**src/rtl/add_sub_reservation_station.sv**
```systemverilog
// Add/sub reservation station: holds dispatched add/sub ops until op1, op2 and
// XER are available (directly or via CDB snoop) and issues the oldest ready op.
package add_sub_pkg;
    typedef struct packed {
        logic       subtract;
        logic [1:0] carry_in_sel;
        logic       set_ca;
        logic       set_ov;
        logic       set_cr0;
    } add_sub_decode_t;
endpackage

module add_sub_reservation_station
    import add_sub_pkg::*;
#(
    parameter int RS_ID_WIDTH = 5,
    parameter int RS_ENTRIES  = 4,
    parameter int RS_ID_BASE  = 0
) (
    input  logic                   clk,
    input  logic                   rst,
    input  logic                   flush,
    input  logic                   dispatch_valid,
    output logic                   dispatch_ready,
    input  logic [4:0]             dispatch_reg_addr,
    input  add_sub_decode_t        dispatch_control,
    input  logic                   dispatch_op1_valid,
    input  logic                   dispatch_op2_valid,
    input  logic                   dispatch_xer_valid,
    input  logic [31:0]            dispatch_op1,
    input  logic [31:0]            dispatch_op2,
    input  logic [31:0]            dispatch_xer,
    input  logic [RS_ID_WIDTH-1:0] dispatch_op1_tag,
    input  logic [RS_ID_WIDTH-1:0] dispatch_op2_tag,
    input  logic [RS_ID_WIDTH-1:0] dispatch_xer_tag,
    input  logic                   cdb_valid,
    input  logic [RS_ID_WIDTH-1:0] cdb_tag,
    input  logic [31:0]            cdb_result,
    input  logic [31:0]            cdb_xer,
    output logic                   issue_valid,
    input  logic                   issue_ready,
    output logic [RS_ID_WIDTH-1:0] issue_rs_id,
    output logic [4:0]             issue_reg_addr,
    output logic [31:0]            issue_op1,
    output logic [31:0]            issue_op2,
    output logic [31:0]            issue_xer,
    output add_sub_decode_t        issue_control
);

    localparam int IDX_W = (RS_ENTRIES > 1) ? $clog2(RS_ENTRIES) : 1;

    logic [RS_ENTRIES-1:0]  ent_valid;
    logic [RS_ENTRIES-1:0]  op1_ok;
    logic [RS_ENTRIES-1:0]  op2_ok;
    logic [RS_ENTRIES-1:0]  xer_ok;
    logic [31:0]            op1_val [RS_ENTRIES];
    logic [31:0]            op2_val [RS_ENTRIES];
    logic [31:0]            xer_val [RS_ENTRIES];
    logic [RS_ID_WIDTH-1:0] op1_tag [RS_ENTRIES];
    logic [RS_ID_WIDTH-1:0] op2_tag [RS_ENTRIES];
    logic [RS_ID_WIDTH-1:0] xer_tag [RS_ENTRIES];
    logic [4:0]             reg_addr_q [RS_ENTRIES];
    add_sub_decode_t        ctrl_q [RS_ENTRIES];

    // older[i][j] set means entry i was dispatched before entry j
    logic [RS_ENTRIES-1:0]  older [RS_ENTRIES];
    logic [RS_ENTRIES-1:0]  older_col [RS_ENTRIES];

    logic [RS_ENTRIES-1:0]  ready;
    logic [RS_ENTRIES-1:0]  sel_oh;
    logic [IDX_W-1:0]       sel_idx;
    logic [IDX_W-1:0]       free_idx;
    logic                   any_ready;
    logic                   issue_load;
    logic                   issue_open;
    logic                   disp_fire;

    logic byp_op1;
    logic byp_op2;
    logic byp_xer;

    always_comb begin
        ready = ent_valid & op1_ok & op2_ok & xer_ok;
        any_ready = |ready;
        for (int i = 0; i < RS_ENTRIES; i++) begin
            older_col[i] = '0;
            for (int j = 0; j < RS_ENTRIES; j++) begin
                older_col[i][j] = older[j][i];
            end
        end
        sel_idx = '0;
        for (int i = 0; i < RS_ENTRIES; i++) begin
            sel_oh[i] = ready[i] && !(|(ready & older_col[i]));
            if (sel_oh[i]) sel_idx = IDX_W'(i);
        end
        free_idx = '0;
        for (int i = RS_ENTRIES - 1; i >= 0; i--) begin
            if (!ent_valid[i]) free_idx = IDX_W'(i);
        end
        dispatch_ready = ~&ent_valid;
        disp_fire = dispatch_valid && dispatch_ready;
        issue_open = !issue_valid || issue_ready;
        issue_load = issue_open && any_ready;
        byp_op1 = cdb_valid && (cdb_tag == dispatch_op1_tag);
        byp_op2 = cdb_valid && (cdb_tag == dispatch_op2_tag);
        byp_xer = cdb_valid && (cdb_tag == dispatch_xer_tag);
    end

    always_ff @(posedge clk) begin
        if (rst || flush) begin
            ent_valid      <= '0;
            op1_ok         <= '0;
            op2_ok         <= '0;
            xer_ok         <= '0;
            for (int i = 0; i < RS_ENTRIES; i++) older[i] <= '0;
            issue_valid    <= 1'b0;
            issue_rs_id    <= '0;
            issue_reg_addr <= '0;
            issue_op1      <= '0;
            issue_op2      <= '0;
            issue_xer      <= '0;
            issue_control  <= '0;
        end else begin
            for (int i = 0; i < RS_ENTRIES; i++) begin
                if (ent_valid[i] && cdb_valid) begin
                    if (!op1_ok[i] && op1_tag[i] == cdb_tag) begin
                        op1_ok[i]  <= 1'b1;
                        op1_val[i] <= cdb_result;
                    end
                    if (!op2_ok[i] && op2_tag[i] == cdb_tag) begin
                        op2_ok[i]  <= 1'b1;
                        op2_val[i] <= cdb_result;
                    end
                    if (!xer_ok[i] && xer_tag[i] == cdb_tag) begin
                        xer_ok[i]  <= 1'b1;
                        xer_val[i] <= cdb_xer;
                    end
                end
            end

            if (issue_load) begin
                ent_valid[sel_idx] <= 1'b0;
                issue_valid    <= 1'b1;
                issue_rs_id    <= RS_ID_WIDTH'(RS_ID_BASE) + RS_ID_WIDTH'(sel_idx);
                issue_reg_addr <= reg_addr_q[sel_idx];
                issue_op1      <= op1_val[sel_idx];
                issue_op2      <= op2_val[sel_idx];
                issue_xer      <= xer_val[sel_idx];
                issue_control  <= ctrl_q[sel_idx];
            end else if (issue_open) begin
                issue_valid <= 1'b0;
            end

            // The free slot is never the one being issued, so no write conflict
            if (disp_fire) begin
                ent_valid[free_idx]  <= 1'b1;
                reg_addr_q[free_idx] <= dispatch_reg_addr;
                ctrl_q[free_idx]     <= dispatch_control;
                op1_tag[free_idx]    <= dispatch_op1_tag;
                op2_tag[free_idx]    <= dispatch_op2_tag;
                xer_tag[free_idx]    <= dispatch_xer_tag;
                op1_ok[free_idx]     <= dispatch_op1_valid || byp_op1;
                op2_ok[free_idx]     <= dispatch_op2_valid || byp_op2;
                xer_ok[free_idx]     <= dispatch_xer_valid || byp_xer;
                op1_val[free_idx]    <= dispatch_op1_valid ? dispatch_op1 : cdb_result;
                op2_val[free_idx]    <= dispatch_op2_valid ? dispatch_op2 : cdb_result;
                xer_val[free_idx]    <= dispatch_xer_valid ? dispatch_xer : cdb_xer;
                for (int j = 0; j < RS_ENTRIES; j++) begin
                    older[free_idx][j] <= 1'b0;
                    if (j != int'(free_idx)) older[j][free_idx] <= 1'b1;
                end
            end
        end
    end

endmodule

```
**config.mk**
```make
export PLATFORM = sky130hd
export DESIGN_NAME = add_sub_reservation_station
export DESIGN_NICKNAME = d
export VERILOG_FILES = /design/src/rtl/add_sub_reservation_station.sv
export SDC_FILE = /design/constraint.sdc
export NUM_CORES = 1
export LEC_CHECK = 0
export BUFFER_PORTS_ARGS = -buffer_cell sky130_fd_sc_hd__buf_2
export CORE_ASPECT_RATIO = 1.2
export CORE_MARGIN = 1.5
export CORE_UTILIZATION = 24
export DETAILED_ROUTE_END_ITERATION = 16
export PLACE_DENSITY = 0.39
export SKIP_LAST_GASP = 1
export SLEW_MARGIN = 20
export SYNTH_ARGS = -nofsm -noshare
export SYNTH_HDL_FRONTEND = slang
export SYNTH_SLANG_ARGS = --single-unit
```
**constraint.sdc**
```tcl
create_clock -name clk -period 5.1 [get_ports clk]
set_clock_uncertainty 0.2 [all_clocks]
set_input_delay 0.255 -clock clk [delete_from_list [all_inputs] [get_ports clk]]
set_output_delay 0.255 -clock clk [all_outputs]
set_load 0.02 [all_outputs]
```
==> flow_summary_export.csv <==
group,metric,value,unit
critical_path,required,5300,ps
layout,finalInstanceArea,0.0367,sq mm
timing,relSlewSlack,25.3,%
route,post_detailed_route_drc_marker_count,0,
timing,worstMarginPinSlew,1120,ps
clock_network,cts_tree,"built",
floorplanning,num_io_pins,314,
synth,synth_cell_type_count,49,
critical_path,crit_type,"reg -> reg",
global_routing,initial_antenna_violation_count,23,
synth,syn-mean-instance-area,14.1,sq um
clock_network,htree_num_levels,3,
route,wl_met2,51.2,mm
clock_network,ctsResizeCount,0,
global_routing,largest_net_degree_at_the_start_of_global_routing,115,
synth,post-synth-top-area-fraction,52.1,%
layout,highest_count_cells_in_the_layout_ignoring_fill_and_taps,"sky130_fd_sc_hd__edfxtp_1, sky130_fd_sc_hd__mux2_2, sky130_fd_sc_hd__buf_2, sky130_fd_sc_hd__dlygate4sd3_1, sky130_fd_sc_hd__dfxtp_1",
clock_network,clk_path_buf_depth,3,
clock_network,post_cts.repair.setup_buffers,0,
layout,fillCellCount,11748,
timing,setup_violations,0,
synth,synth_top_cells_by_area,"sky130_fd_sc_hd__edfxtp_1, sky130_fd_sc_hd__mux2_2, sky130_fd_sc_hd__dfxtp_1",
clock_network,numCtsBuffers,75,
floorplanning,row_count,137,
floorplanning,floorplan.core_area,0.116,sq mm
placed_design,placed_cells_incl_taps,3713,
hold_path,min_path_type,"in -> reg",
synth,synthFlopType,"sky130_fd_sc_hd__edfxtp_1",
critical_path,cp_data_arrival_time,4060,ps
layout,drive_gt1_share,38.3,%
timing,finalMaxSlewViolations,0,
route,detail_route.wirelength.met1,44.0,mm
layout,most_common_cell_after_layout_fill_and_taps_aside,"sky130_fd_sc_hd__edfxtp_1",
placed_design,dpl_cell_area,0.0315,sq mm
critical_path,cp-start-kind,"register",
route,drt-wirelength-per-cell,25.2,microns
timing,rsz0062_at_grt,"false",
clock_network,clkTransAtPathRegs,70,ps
timing,clock.fmax,0.259,GHz
global_routing,grt_util_all_layers,17.2,%
hold_path,hold_depth,4,
route,drt_first_iter_violations,1219,
pwr,vdd.ir_drop.worst,221,uV
clock_network,cts.hold.buffers_added,263,
critical_path,crit_path_capture_type,"register",
route,highest_layer,"met5",
timing,final_hold_viol_count,0,
synth,synth_cells,1991,
route,ant_nets,0,
layout,post_synthesis_to_final_layout_area_growth,30.3,%
clock_network,clockRootBuffer,"sky130_fd_sc_hd__clkbuf_16",
placed_design,port_buffers,310,
critical_path,crit_path_max_fanout,32,
synth,synth_edf_count,488,
synth,synth_area,0.0281,sq mm
timing,period_share,75.7,%
placed_design,place.detailed.hpwl,63.3,mm
route,detailroute.via_count,19591,
pwr,power_leakage,13.5,nW
layout,stdcell_count,4124,
pwr,power.density,319,mW/mm^2
critical_path,logic_depth_of_the_worst_register_to_register_path,7,
synth,postSynthRegisterBits,626,
global_routing,overflow,0,
floorplanning,floorplan.initialDensity,24.2,%
timing,final_worst_path_period_need,3860,ps
synth,synth_area_leader_cell,"sky130_fd_sc_hd__edfxtp_1",
route,via_per_inst,4.75,
synth,synth_warnings,0,
floorplanning,floorplan.die.height,378,microns
route,route.final.wire_length,104,mm
layout,final_util,31.6,%
floorplanning,floorplan.die.width,316,microns
floorplanning,floorplan.die_area,0.119,sq mm
clock_network,clock_insertion_delay_worst_skew,650,ps
synth,synth_async_sr_flop_share,0,%
timing,totalNegativeSetupSlack,0,ps
flow_run,max_cap_viols,0,
clock_network,clock_sinks,626,
run_status,outcome,"complete, no violations",
placed_design,place.gp.congestion,0.756,
route,wl_met3,5.96,mm
route,first_pass_iteration_count_of_the_detailed_router,5,
global_routing,first_global_vias,20525,
layout,nets,2724,
synth,synth.yosys.seq_area_share,61.9,%
critical_path,reg2reg_slack,1240,ps
timing,fin_hold_ws,109,ps
global_routing,global_route_wire_length_before_repair,148,mm
through the flow:
step	worst slack (ps)	power [mW]
floorplan	1180	5.92
global placement	1650	6.17
detailed placement	1640	6.18
CTS	1140	11.9
global route	1060	12.1
finish	1240	11.7
worst max-delay path: stages (launching register included):
cell	delay, ps
sky130_fd_sc_hd__dfxtp_1	530
sky130_fd_sc_hd__nand4b_1	160
sky130_fd_sc_hd__buf_4	230
sky130_fd_sc_hd__nor2_4	230
sky130_fd_sc_hd__buf_4	450
sky130_fd_sc_hd__nand2_2	700
sky130_fd_sc_hd__mux2_2	520
sky130_fd_sc_hd__dlygate4sd3_1	550
cell type report:
| class | count | area (sq um) | share of cell area, % |
|---|---|---|---|
| tap | 1529 | 1910 | 5.22 |
| clock inverter | 34 | 354 | 0.965 |
| antenna | 9 | 22.5 | 0.0614 |
| clock buffer | 105 | 2110 | 5.76 |
| timing repair buffer | 622 | 4630 | 12.6 |
| sequential | 626 | 17400 | 47.5 |
| multi-input combinational | 1191 | 10200 | 27.8 |
| inverter | 8 | 30.0 | 0.0819 |
final timing paths:
check | endpoint | startpoint
min | ent_valid[2] | flush
max | op2_val[2][29] | ent_valid[0]
min reg2reg | older[2][2] | older[2][2]
max reg2reg | op2_val[2][29] | ent_valid[0]
sequential cells by signal (all words and copies together), names as in the netlist, 2 cells and up:
| register | flops |
|---|---|
| op1_val | 128 |
| op2_val | 128 |
| xer_val | 128 |
| issue_op1 | 32 |
| issue_op2 | 32 |
| issue_xer | 32 |
| ctrl_q | 24 |
| op1_tag | 20 |
| op2_tag | 20 |
| reg_addr_q | 20 |
| xer_tag | 20 |
| older | 12 |
| issue_control | 6 |
| issue_reg_addr | 5 |
| ent_valid | 4 |
| op1_ok | 4 |
| op2_ok | 4 |
| xer_ok | 4 |
| issue_rs_id | 2 |
power by group:
| group | total (mW) | internal, mW | switching [mW] |
|---|---|---|---|
| Sequential | 5.55 | 5.54 | 0.0118 |
| Clock | 5.44 | 3.21 | 2.23 |
| Combinational | 0.692 | 0.362 | 0.330 |
metal layers:
| metal | vias to the layer above | track usage, % |
|---|---|---|
| met5 | - | 0 |
| met2 | 513 | 29.3 |
| met4 | 18 | 5.74 |
| met1 | 9995 | 21.4 |
| met3 | 137 | 3.76 |
| li1 | 8928 | - |
cells in the mapped netlist, drive strengths merged (4+ instances only):
cell and number:
a31o 104, xnor2 51, o21ai 123, clkbuf 64, nand3 6, and4 5, nor3 23, nor2 33
nand2b 7, a211o 7, xor2 24, mux2i 101, or4 7, mux2 384, o31ai 8, and3 9
nand4 15, o22ai 101, inv 8, buf 104, a31oi 114, edfxtp 488, a21oi 19, nor4 4
nand2 24, dfxtp 138
logic make-up after synthesis:
group / count (synthesis) / synth area share, %
multiplexers: 485 / 19.0
XOR/XNOR: 75 / 2.33
flip-flops: 626 / 61.9
other: 1 / 0.0133
AND/OR/NAND/NOR: 143 / 2.67
AO/OA/AOI/OAI: 485 / 11.3
buffers and inverters: 176 / 2.79
Note: power is estimated with default switching activity, not from simulation.
